===== src/rtl/cfg_row_loader.sv =====
// Configuration loader for one row of connection-block cells: serial shift-in,
// length/parity-checked commit into a double-buffered active register, and readback.
module cfg_row_loader #(
  parameter int NUM_CELLS = 8,
  parameter int CELL_BITS = 16,
  parameter bit REVERSE   = 1'b0
) (
  input  logic                                         prog_clk,
  input  logic                                         rst,
  input  logic                                         prog_in,
  input  logic                                         prog_en,
  input  logic                                         commit,
  input  logic                                         readback,
  output logic                                         prog_out,
  output logic [NUM_CELLS*CELL_BITS-1:0]               cfg_active,
  output logic                                         cfg_valid,
  output logic                                         commit_done,
  output logic                                         err,
  output logic                                         busy,
  output logic [$clog2(NUM_CELLS*CELL_BITS+3)-1:0]     bit_cnt,
  output logic [1:0]                                   dbg_state_o
);

  localparam int TOTAL = NUM_CELLS * CELL_BITS;
  localparam int CW    = $clog2(TOTAL + 3);

  typedef enum logic [1:0] {
    ST_IDLE     = 2'd0,
    ST_LOAD     = 2'd1,
    ST_READBACK = 2'd2
  } state_t;

  state_t           state_q, state_d;
  logic [TOTAL:0]   sr_q, sr_d;
  logic [TOTAL:0]   rb_q, rb_d;
  logic [CW-1:0]    rb_cnt_q, rb_cnt_d;
  logic [CW-1:0]    bit_cnt_q, bit_cnt_d;
  logic [TOTAL-1:0] cfg_q, cfg_d;
  logic             valid_q, valid_d;
  logic             done_q, done_d;
  logic             err_q, err_d;
  logic             frame_good;

  // A frame is accepted only if exactly TOTAL data bits plus parity arrived and
  // the whole shift register has even parity.
  assign frame_good = (bit_cnt_q == CW'(TOTAL + 1)) && !(^sr_q);

  always_ff @(posedge prog_clk or posedge rst) begin
    if (rst) begin
      state_q   <= ST_IDLE;
      sr_q      <= '0;
      rb_q      <= '0;
      rb_cnt_q  <= '0;
      bit_cnt_q <= '0;
      cfg_q     <= '0;
      valid_q   <= 1'b0;
      done_q    <= 1'b0;
      err_q     <= 1'b0;
    end else begin
      state_q   <= state_d;
      sr_q      <= sr_d;
      rb_q      <= rb_d;
      rb_cnt_q  <= rb_cnt_d;
      bit_cnt_q <= bit_cnt_d;
      cfg_q     <= cfg_d;
      valid_q   <= valid_d;
      done_q    <= done_d;
      err_q     <= err_d;
    end
  end

  always_comb begin
    state_d   = state_q;
    sr_d      = sr_q;
    rb_d      = rb_q;
    rb_cnt_d  = rb_cnt_q;
    bit_cnt_d = bit_cnt_q;
    cfg_d     = cfg_q;
    valid_d   = valid_q;
    done_d    = 1'b0;
    err_d     = err_q;
    case (state_q)
      ST_IDLE: begin
        if (commit) err_d = 1'b1;
        if (prog_en) begin
          sr_d      = {sr_q[TOTAL-1:0], prog_in};
          bit_cnt_d = CW'(1);
          state_d   = ST_LOAD;
        end else if (readback) begin
          rb_d     = {cfg_q, ^cfg_q};
          rb_cnt_d = CW'(TOTAL + 1);
          state_d  = ST_READBACK;
        end
      end
      ST_LOAD: begin
        // Commit takes priority; a bit shifted in the same cycle is dropped.
        if (commit) begin
          if (frame_good) begin
            cfg_d   = sr_q[TOTAL:1];
            valid_d = 1'b1;
            done_d  = 1'b1;
          end else begin
            err_d = 1'b1;
          end
          bit_cnt_d = '0;
          state_d   = ST_IDLE;
        end else if (prog_en) begin
          sr_d = {sr_q[TOTAL-1:0], prog_in};
          if (bit_cnt_q != {CW{1'b1}}) bit_cnt_d = bit_cnt_q + CW'(1);
        end
      end
      ST_READBACK: begin
        if (prog_en) begin
          rb_d     = {rb_q[TOTAL-1:0], 1'b0};
          rb_cnt_d = rb_cnt_q - CW'(1);
          if (rb_cnt_q == CW'(1)) state_d = ST_IDLE;
        end
      end
      default: state_d = ST_IDLE;
    endcase
  end

  assign prog_out    = (state_q == ST_READBACK) ? rb_q[TOTAL] : sr_q[TOTAL];
  assign cfg_valid   = valid_q;
  assign commit_done = done_q;
  assign err         = err_q;
  assign busy        = (state_q != ST_IDLE);
  assign bit_cnt     = bit_cnt_q;
  assign dbg_state_o = state_q;

  // Odd rows see each nibble bit-reversed; readback always uses raw order.
  generate
    if (REVERSE) begin : g_rev
      for (genvar g = 0; g < TOTAL / 4; g++) begin : g_grp
        for (genvar j = 0; j < 4; j++) begin : g_bit
          assign cfg_active[4*g+j] = cfg_q[4*g+3-j];
        end
      end
    end else begin : g_straight
      assign cfg_active = cfg_q;
    end
  endgenerate

endmodule

===== config.mk =====
export PLATFORM = sky130hd
export DESIGN_NAME = cfg_row_loader
export DESIGN_NICKNAME = d
export VERILOG_FILES = /design/src/rtl/cfg_row_loader.sv
export SDC_FILE = /design/constraint.sdc
export NUM_CORES = 1
export LEC_CHECK = 0
export BUFFER_PORTS_ARGS = -buffer_cell sky130_fd_sc_hd__buf_4
export CORE_ASPECT_RATIO = 1.75
export CORE_MARGIN = 4
export CORE_UTILIZATION = 45
export DETAILED_ROUTE_END_ITERATION = 10
export PLACE_DENSITY = 0.7
export SKIP_CTS_REPAIR_TIMING = 1
export SYNTH_ARGS = -nofsm -noshare
export SYNTH_HDL_FRONTEND = slang
export SYNTH_SLANG_ARGS = --single-unit

===== constraint.sdc =====
create_clock -name prog_clk -period 14.35 [get_ports prog_clk]
set_input_delay 2.1525 -clock prog_clk [delete_from_list [all_inputs] [get_ports prog_clk]]
set_output_delay 2.1525 -clock prog_clk [all_outputs]
set_load 0.01 [all_outputs]

==> qor.yml, run 1 <==
status:
  status: "complete, no violations"
sta:
  fmax_ghz: 0.213
  layout_min_cycle_time_ns: 4.69
  hold_violations: 0
  fin_setup_tns_ns: 0
  worst_pin_slew_ns: 1.11
  slew_violations: 0
  rsz0062_at_grt: "false"
  setup_violations: 0
  finClkSkew_ns: 0.0155
  slew_headroom_pct: 25.8
  fin_crit_sh_pct: 32.7
pwr:
  p_leak_uw: 0.00983
  peakVddDrop_mv: 0.130
  p_per_area_nw_per_um2: 162
clock_network:
  cts_inserted_buffers: 40
  insertion_delay_ns: 0.54
  clock_path_buffers: 3
  cts_tree: "built"
  clock-sinks: 407
  root_buffer: "clkbuf_16"
  path_clk_slew_ns: 0.06
  htree_levels: 2
drt:
  drt-wirelength-per-cell_um: 18.5
  first_pass_iters: 7
  drc_errors: 0
  drt_iter0_drc: 738
  via_per_inst: 5.24
  ant_nets: 0
  routed_wl_um: 43100
  vias: 12178
place:
  port_buffers: 148
  dp_hpwl_um: 29000
  dp_cells: 2253
  gp_congestion: 0.808
finish:
  final_nets: 1750
  finalNonFillerCells: 2324
  antennaDiodeCount: 0
  drive_gt1_share_pct: 27.6
  area.growth.synth_to_final_pct: 14.7
grt:
  grt_max_degree: 259
  gr-usage-met3_pct: 2.63
  antenna_found_initial: 0
  grt_pass1_wl_um: 70000
  track_usage_pct: 19.0
  grt_pass1_vias: 12644
  gr-total-overflow: 0
  top_usage_layer: "met2"
  met2_usage_pct: 35.3
  use_met1_pct: 21.9
job:
  maxCapViolCount: 0
floorplanning:
  die_h_um: 280
  coreArea_um2: 41700
  pin_count: 149
  initial_core_util_pct: 45.6
  dieArea_um2: 45800
  rows: 99
  die_w_um: 164
yosys:
  synth_top_family_by_area: "multiplexers"
  synth.area.top_cells: "dfrtp_1, xnor2_1, mux2_2"
  syn-num-nets: 1637
  yosysUniqueCellTypes: 31
  synth_area_leader_cell: "dfrtp_1"
  synthSimpleGateAreaFrac_pct: 9.23
  synth-xor-area-share_pct: 12.0
  ys_seq_area_share_pct: 53.5
  netlist_area_um2: 19000
  synth_adder_area_share_pct: 0.263
  ys.flop_type: "dfrtp_1"
  syn_area_per_cell_um2: 11.7
  synth.area.mux_share_pct: 17.1
  synth_edf_count: 0
  synth_common_cells: "dfrtp_1, nand2_1, xnor2_1"
  async_flop_share_pct: 100
  ys_ff_latch: 407
  synthDominantCellAreaShare_pct: 53.5
  synth_compound_area_share_pct: 5.03
  ys_warn_count: 0
  syn_inst: 1627
  yosysMostFrequentCell: "dfrtp_1"
worst_hold_path:
  min_delay_path_depth: 1
  hp-start: "err"
  hold-path-endpoint: "err"
  min_path_type: "register to register"
worst_setup_path:
  worstReg2RegEnd: "cfg_active[122]"
  worst-r2r-cell-count: 10
  cp.arrival_ns: 2.54
  crit_fanout: 80
  r2r_slack_ns: 9.84
  startpoint_type: "register"
  crit_type: "register to primary output"
  required_ns: 12.20
  r2r-start: "sr_q[68]"
  crit_path_end_kind: "primary output"
stage by stage:
stage	worst slack, ns	util, %	hold slack, ns	cell area [um^2]	total power, uW
after floorplan	0.875	-	0.465	19000	2250
after global placement	9.51	49.1	0.454	20500	2430
after detailed placement	9.48	49.1	0.458	20500	2470
after CTS	9.64	52.3	0.477	21800	3580
after global routing	9.45	52.3	0.489	21800	3750
final	9.66	52.3	0.466	21800	3540
registers in the layout (all words and copies together) (netlist names):
signal and count:
bit_cnt 8, cfg_active 128, cfg_valid 1, commit_done 1
dbg_state_o 2, err 1, rb_cnt_q 8, rb_q 129
sr_q 129
where the power goes:
group	internal, uW	switching [uW]	total (uW)
combinational	378	533	910
clock	643	450	1090
sequential	1380	158	1540
total	2400	1140	3540
area by class of cell:
class | instances | area (um^2)
clock buffers | 59 | 1210
clock inverters | 12 | 155
fillers | 3613 | 19900
inverters | 8 | 37.5
multi-input cells | 1124 | 8340
flip-flops and latches | 407 | 10200
well taps | 555 | 694
repair buffers | 159 | 1220
worst max-delay path by stage:
stage                               from              end  slack, ns  cells past startpoint
after floorplan                      rst       bit_cnt[0]       0.87                      1
after detailed placement          commit  cfg_active[112]       9.48                      6
final                     dbg_state_o[0]         prog_out       9.66                      6
after global routing      dbg_state_o[0]         prog_out       9.45                      6
after CTS                 dbg_state_o[0]         prog_out       9.64                      6
after global placement            commit  cfg_active[123]       9.51                      6
worst max-delay path, stage by stage, from the launching register on:
cell and delay, ns:
dfrtp_1 0.63, inv_1 0.18, nand2_4 0.08, buf_4 0.69
nand2_1 0.13, nand2_1 0.14, buf_4 0.13
cell usage in the layout, fill, tap and decap left out, drive strengths merged:
master,Yosys,final
clkbuf,73,59
dfrtp,407,407
xor2,31,31
inv,8,12
mux2,257,257
ha,4,4
a21oi,6,6
xnor2,227,227
nor3,5,5
nor2b,1,1
nand2,273,273
a22o,1,1
o22ai,1,1
buf,15,159
clkinvlp,0,1
or2,1,1
xnor3,1,1
nand3,4,4
o21ai,14,14
or4,2,2
o31ai,4,4
a31oi,130,130
nand2b,7,7
nand4,2,2
or3,2,2
bufinv,0,3
and3,5,5
nor2,145,145
nand4b,1,1
clkinv,0,4
layer usage:
layer | vias up | share of wire [%] | wire length, um
li1 | 5696 | - | -
met5 | - | 0 | 0
met3 | 84 | 3.2 | 1380
met1 | 6166 | 38 | 16500
met2 | 232 | 54 | 23400
met4 | 0 | 4.0 | 1740
logic make-up (layout without fill, tap and decap cells):
group | count (synthesis) | in the layout
AOI/OAI and AO/OA | 156 | 156
xor gates and xnor gates | 259 | 259
adders and majority gates | 4 | 4
buffers and inverters | 96 | 238
DFF | 407 | 407
muxes | 257 | 257
and+or+nand+nor | 448 | 448
No activity file was read; power rests on OpenSTA's default activity.
==> inputs of run 2 (changes only) <==
Settings changed: ABC_AREA from default to 1.
Clock period 14.35 ns to 3.91 ns, I/O delays scaled along.
==> qor.yml, run 2 <==
grt:
  track_usage_pct: 20.4  # +1.4 points
  grt_max_degree: 179  # -31%
  antenna_found_initial: 0  # unchanged
  grt_pass1_vias: 17375  # +37%
  grt_pass1_wl_um: 85400  # +22%
  gr-total-overflow: 0  # unchanged
yosys:
  syn_area_per_cell_um2: 7.56  # -35%
  synth_common_cells: "nand2_1, dfrtp_1, nor2_1"
  synth_edf_count: 0  # unchanged
  netlist_area_um2: 20900  # +9.9%
  ys.flop_type: "dfrtp_1"
  synth_area_leader_cell: "dfrtp_1"
  synthDominantCellAreaShare_pct: 48.7  # -4.8 points
  async_flop_share_pct: 100  # unchanged
  syn_inst: 2769  # +70%
  ys_ff_latch: 407  # unchanged
  yosysUniqueCellTypes: 27  # -13%
  ys_seq_area_share_pct: 48.7  # -4.8 points
  syn-num-nets: 2779  # +70%
  yosysMostFrequentCell: "nand2_1"
  ys_warn_count: 0  # unchanged
  synth.area.top_cells: "dfrtp_1, nand2_1, xnor2_1"
drt:
  drt-wirelength-per-cell_um: 14.7  # -21%
  ant_nets: 0  # unchanged
  drt_iter0_drc: 1160  # +57%
  routed_wl_um: 51000  # +18%
  drc_errors: 0  # unchanged
  first_pass_iters: 5  # -2
  via_per_inst: 5.14  # -1.9%
  vias: 17815  # +46%
sta:
  layout_min_cycle_time_ns: 2.99
  fmax_ghz: 0.335
  setup_violations: 0  # unchanged
  finClkSkew_ns: 0.0144  # -0.00108 ns
  fin_setup_tns_ns: 0  # unchanged
  hold_violations: 0  # unchanged
  rsz0062_at_grt: "false"
  worst_pin_slew_ns: 0.861  # -0.252 ns
  slew_headroom_pct: 42.6  # +17 points
  slew_violations: 0  # unchanged
  fin_crit_sh_pct: 76.4
finish:
  fill_cells: 4378  # +21%
  final_core_utilization_pct: 52.0  # -0.30 points
  drive_gt1_share_pct: 8.63  # -19 points
  final_cell_mix: "nand2_1, dfrtp_1, nor2_1, nand3_1, buf_4"
  area.growth.synth_to_final_pct: 14.5
  mostFrequentLayoutCell: "nand2_1"
  final_nets: 2865  # +64%
  antennaDiodeCount: 0  # unchanged
floorplanning:
  die_w_um: 171  # +4.6%
  rows: 104  # +5.1%
  pin_count: 149  # unchanged
  initial_core_util_pct: 45.4  # -0.19 points
  die_h_um: 293  # +4.7%
  dieArea_um2: 50200  # +9.5%
  coreArea_um2: 46100  # +10%
status:
  status: "complete, no violations"
place:
  dp_hpwl_um: 35400  # +22%
  port_buffers: 148  # unchanged
  gp_congestion: 0.846  # +4.7%
worst_setup_path:
  crit_fanout: 33  # -59%
  startpoint_type: "register"
  cp.arrival_ns: 3.46  # +0.92 ns
  required_ns: 4.39  # -7.81 ns
  worst-r2r-cell-count: 18  # +8
  crit_type: "register to register"
  crit_path_end_kind: "register"
clock_network:
  insertion_delay_ns: 0.54  # about the same
  clock_path_buffers: 3  # unchanged
  clock-sinks: 407  # unchanged
  cts_inserted_buffers: 41  # +2.5%
  path_clk_slew_ns: 0.06  # about the same
  htree_levels: 2  # unchanged
  root_buffer: "clkbuf_16"
  cts_tree: "built"
pwr:
  p_leak_uw: 0.0120  # +22%
  p_per_area_nw_per_um2: 803  # +400%
  peakVddDrop_mv: 0.560  # +330%
job:
  maxCapViolCount: 0  # unchanged
worst_hold_path:
  min_path_type: "input pin to asynchronous set/reset pin"
run 2: cells by family after synthesis:
kind of cell	after synthesis	synth area share, %
adder cells (fa/ha/maj)	4	0.239
XOR/XNOR	200	8.37
flip-flops	407	48.7
AND/OR/NAND/NOR	1608	30.0
buffers and inverters	272	5.25
AO/OA/AOI/OAI	278	7.45
run 2: power breakdown:
group          switching (uW)  leakage [uW]  total [uW]  internal [uW]
Clock                    1650      0.000683        4090           2430
Sequential               1290       0.00518        6870           5580
Combinational            5380       0.00617        8280           2900
run 2: critical path, stage by stage, from the launching register on:
cell and delay, ns:
dfrtp_1 0.44, xnor2_1 0.32, nand2_1 0.14, nand2_1 0.11, nand3_1 0.08, nand2_1 0.08
nand2_1 0.05, nand2_1 0.07, nand2_1 0.05, nand2_1 0.09, nand2_1 0.06, nand2_1 0.16
inv_2 0.06, nand2_2 0.09, inv_2 0.05, nor2_4 0.42, buf_4 0.42, nand3_1 0.13
nand2_1 0.08
run 2: final cells by class:
type / instances / area [um^2] / share of cell area (%)
multi-input combinational: 2090 / 9680 / 40.4
timing repair buffer: 168 / 1410 / 5.89
clock buffer: 61 / 1260 / 5.27
tap: 583 / 729 / 3.04
inverter: 147 / 558 / 2.33
sequential: 407 / 10200 / 42.5
clock inverter: 11 / 144 / 0.600
run 2: path summary, 6_finish.rpt:
kind / start / endpoint / slack (ns)
setup / recovery: sr_q[62] / cfg_active[79] / 0.92
hold / removal: rst / cfg_active[109] / 0.01
setup reg to reg: sr_q[62] / cfg_active[79] / 0.92
hold reg to reg: err / err / 0.47
max in group asynchronous: rst / rb_q[39] / 2.77
min in group prog_clk: prog_in / sr_q[0] / 0.36
run 2: routing by layer:
| metal | track usage, % | share of wire (%) |
|---|---|---|
| met2 | 39.0 | 55 |
| met5 | 0 | 0 |
| met4 | 6.52 | 3.1 |
| met1 | 23.3 | 39 |
| met3 | 2.56 | 3.1 |
run 2: stage by stage:
step / std cells / hold slack (ns) / setup WS (ns) / cell area (um^2) / total power, uW
6_report: 3467 / 0.00958 / 0.924 / 24000 / 19200
5_1_grt: 3467 / 0.00566 / 0.602 / 24000 / 21100
4_1_cts: 3467 / -0.00470 / 0.920 / 24000 / 19400
3_5_place_dp: 3395 / 0.452 / 0.959 / 22600 / 15200
3_3_place_gp: 3395 / 0.455 / 1.09 / 22600 / 14800
2_1_floorplan: 2769 / 0.449 / -2.16 / 20900 / 13300
==> inputs of run 3 (changes only) <==
Settings changed: PLACE_DENSITY 0.7 to 0.67.
Clock period 3.91 ns to 3.05 ns, I/O delays scaled along.
==> qor.yml, run 3 (synthesized netlist as in run 2, its figures left out) <==
clock_network:
  root_buffer: "clkbuf_16"
  cts_inserted_buffers: 39  # -4.9%
  clock_path_buffers: 3  # unchanged
  path_clk_slew_ns: 0.07  # about the same
  insertion_delay_ns: 0.54  # about the same
  htree_levels: 2  # unchanged
  clock-sinks: 407  # unchanged
  cts_tree: "built"
worst_setup_path:
  r2r_slack_ns: 0.34  # -0.59 ns
  startpoint_type: "register"
  crit_top_cell: "nand2_1"
  crit_type: "register to register"
  cp.arrival_ns: 3.18  # -0.28 ns
  crit_path_top_delay_cell: "dfrtp_1"
  crit_fanout: 88  # +170%
  crit_path_end_kind: "register"
  crit_buf_inv: 3  # unchanged
  required_ns: 3.52  # -0.87 ns
  cpLargestDelayFamily: "simple AND/OR/NAND/NOR gates"
  path_cells: "xor2_1, nand2_1, nand2_1, nand3_1, nand2_1, nand2_1, nand2_1, nand2_1, nand2_1, nand2_1, nand2_1, inv_2, nand2_2, inv_2, nor2_4, buf_12, nand3_1, nand2_1"
  slowest_delay_ns: 0.45  # about the same
drt:
  vias: 17794  # -0.12%
  drt-wirelength-per-cell_um: 14.9  # +1.3%
  ant_nets: 0  # unchanged
  drt_iter0_drc: 1198  # +3.3%
  routed_wl_um: 51700  # +1.4%
  drc_errors: 0  # unchanged
  first_pass_iters: 7  # +2
  via_per_inst: 5.13  # -0.23%
grt:
  grt_pass1_wl_um: 87800  # +2.8%
  gr-total-overflow: 0  # unchanged
  grt_max_degree: 167  # -6.7%
  antenna_found_initial: 0  # unchanged
  grt_pass1_vias: 17751  # +2.2%
  track_usage_pct: 21.0  # +0.57 points
place:
  gp_congestion: 0.834  # -1.3%
  pre_cts_ws_ns: 0.419  # -0.541 ns
  dp_cells: 3404  # +0.27%
  port_buffers: 148  # unchanged
  dp_hpwl_um: 35700  # +0.92%
sta:
  slew_headroom_pct: 37.2  # -5.4 points
  fin_ws_ns: 0.339  # -0.586 ns
  fin_crit_sh_pct: 88.9  # +13 points
  hold_slack_ns: 0.0431  # +0.0335 ns
  fmax_ghz: 0.369  # +10%
  finClkSkew_ns: 0.0144  # -0.000000500 ns
  rsz0062_at_grt: "false"
  slew_violations: 0  # unchanged
  worst_pin_slew_ns: 0.942  # +0.0813 ns
  hold_violations: 0  # unchanged
  setup_violations: 0  # unchanged
  layout_min_cycle_time_ns: 2.71  # -0.274 ns
floorplanning:
  die_w_um: 171  # unchanged
  pin_count: 149  # unchanged
  dieArea_um2: 50200  # unchanged
  rows: 104  # unchanged
  initial_core_util_pct: 45.4  # unchanged
  coreArea_um2: 46100  # unchanged
  die_h_um: 293  # unchanged
pwr:
  peakVddDrop_mv: 0.675  # +21%
  power.share.clock_pct: 19.7  # -1.5 points
  switching_share_pct: 43.9  # +0.63 points
  power_frac_comb_pct: 44.0  # +1.0 points
  seqPwrFrac_pct: 36.3  # +0.6 points
  p_sw_uw: 10700  # +28%
  internal_power_uw: 13600  # +25%
  finalPower_uw: 24300  # +26%
  p_per_area_nw_per_um2: 1020  # +27%
  p_leak_uw: 0.0120  # about the same
worst_hold_path:
  min_path_type: "input pin to asynchronous set/reset pin"
finish:
  fill_cells: 4412  # +0.78%
  multiInputGateArea_um2: 9680  # unchanged
  regArea_um2: 10200  # unchanged
  final_core_utilization_pct: 51.9  # -0.14 points
  finalNonFillerCells: 3471  # +0.12%
  antennaDiodeCount: 0  # unchanged
  final_cell_mix: "nand2_1, dfrtp_1, nor2_1, buf_4, nand3_1"
  drive_gt1_share_pct: 8.73  # +0.092 points
  area.growth.synth_to_final_pct: 14.2
  mostFrequentLayoutCell: "nand2_1"
  final_nets: 2872  # +0.24%
status:
  status: "complete, no violations"
job:
  maxCapViolCount: 0  # unchanged
## run 3: power by group through the flow
stage | clock network, uW | logic, uW | registers (uW)
finish | 4800 | 10700 | 8830
global route | 5140 | 12500 | 9100
CTS | 4940 | 10800 | 8820
detailed placement | 0 | 10700 | 8900
global placement | 0 | 10300 | 8820
floorplan | 0 | 8540 | 8480
## run 3: stage by stage
stage          cell area, um^2   TNS, ns
5_1_grt                  23900         0
3_5_place_dp             22700         0
3_3_place_gp             22700         0
6_report                 23900         0
4_1_cts                  23900         0
2_1_floorplan            20900  -1176.71
## run 3: metal layers
metal | track usage (%) | wire length (um) | up-vias
li1 | - | - | 8899
met1 | 23.9 | 20000 | 8481
met5 | 0 | 0 | -
met3 | 2.34 | 1670 | 91
met4 | 6.94 | 1670 | 0
met2 | 40.2 | 28400 | 323
## run 3: layout make-up
| type | instances | share of cell area [%] |
|---|---|---|
| multi-input cells | 2090 | 40.5 |
| flip-flops and latches | 407 | 42.6 |
| well taps | 583 | 3.05 |
| clock buffers | 55 | 4.80 |
| repair buffers | 177 | 6.34 |
| clock inverters | 12 | 0.366 |
| inverters | 147 | 2.33 |
## run 3: final timing paths
check	start	endpoint	depth (start not counted)
min in group prog_clk	prog_in	sr_q[0]	3
hold reg to reg	cfg_valid	cfg_valid	2
setup / recovery	sr_q[32]	cfg_active[48]	18
max in group asynchronous	rst	cfg_active[43]	3
hold / removal	rst	sr_q[87]	2
setup reg to reg	sr_q[32]	cfg_active[48]	18
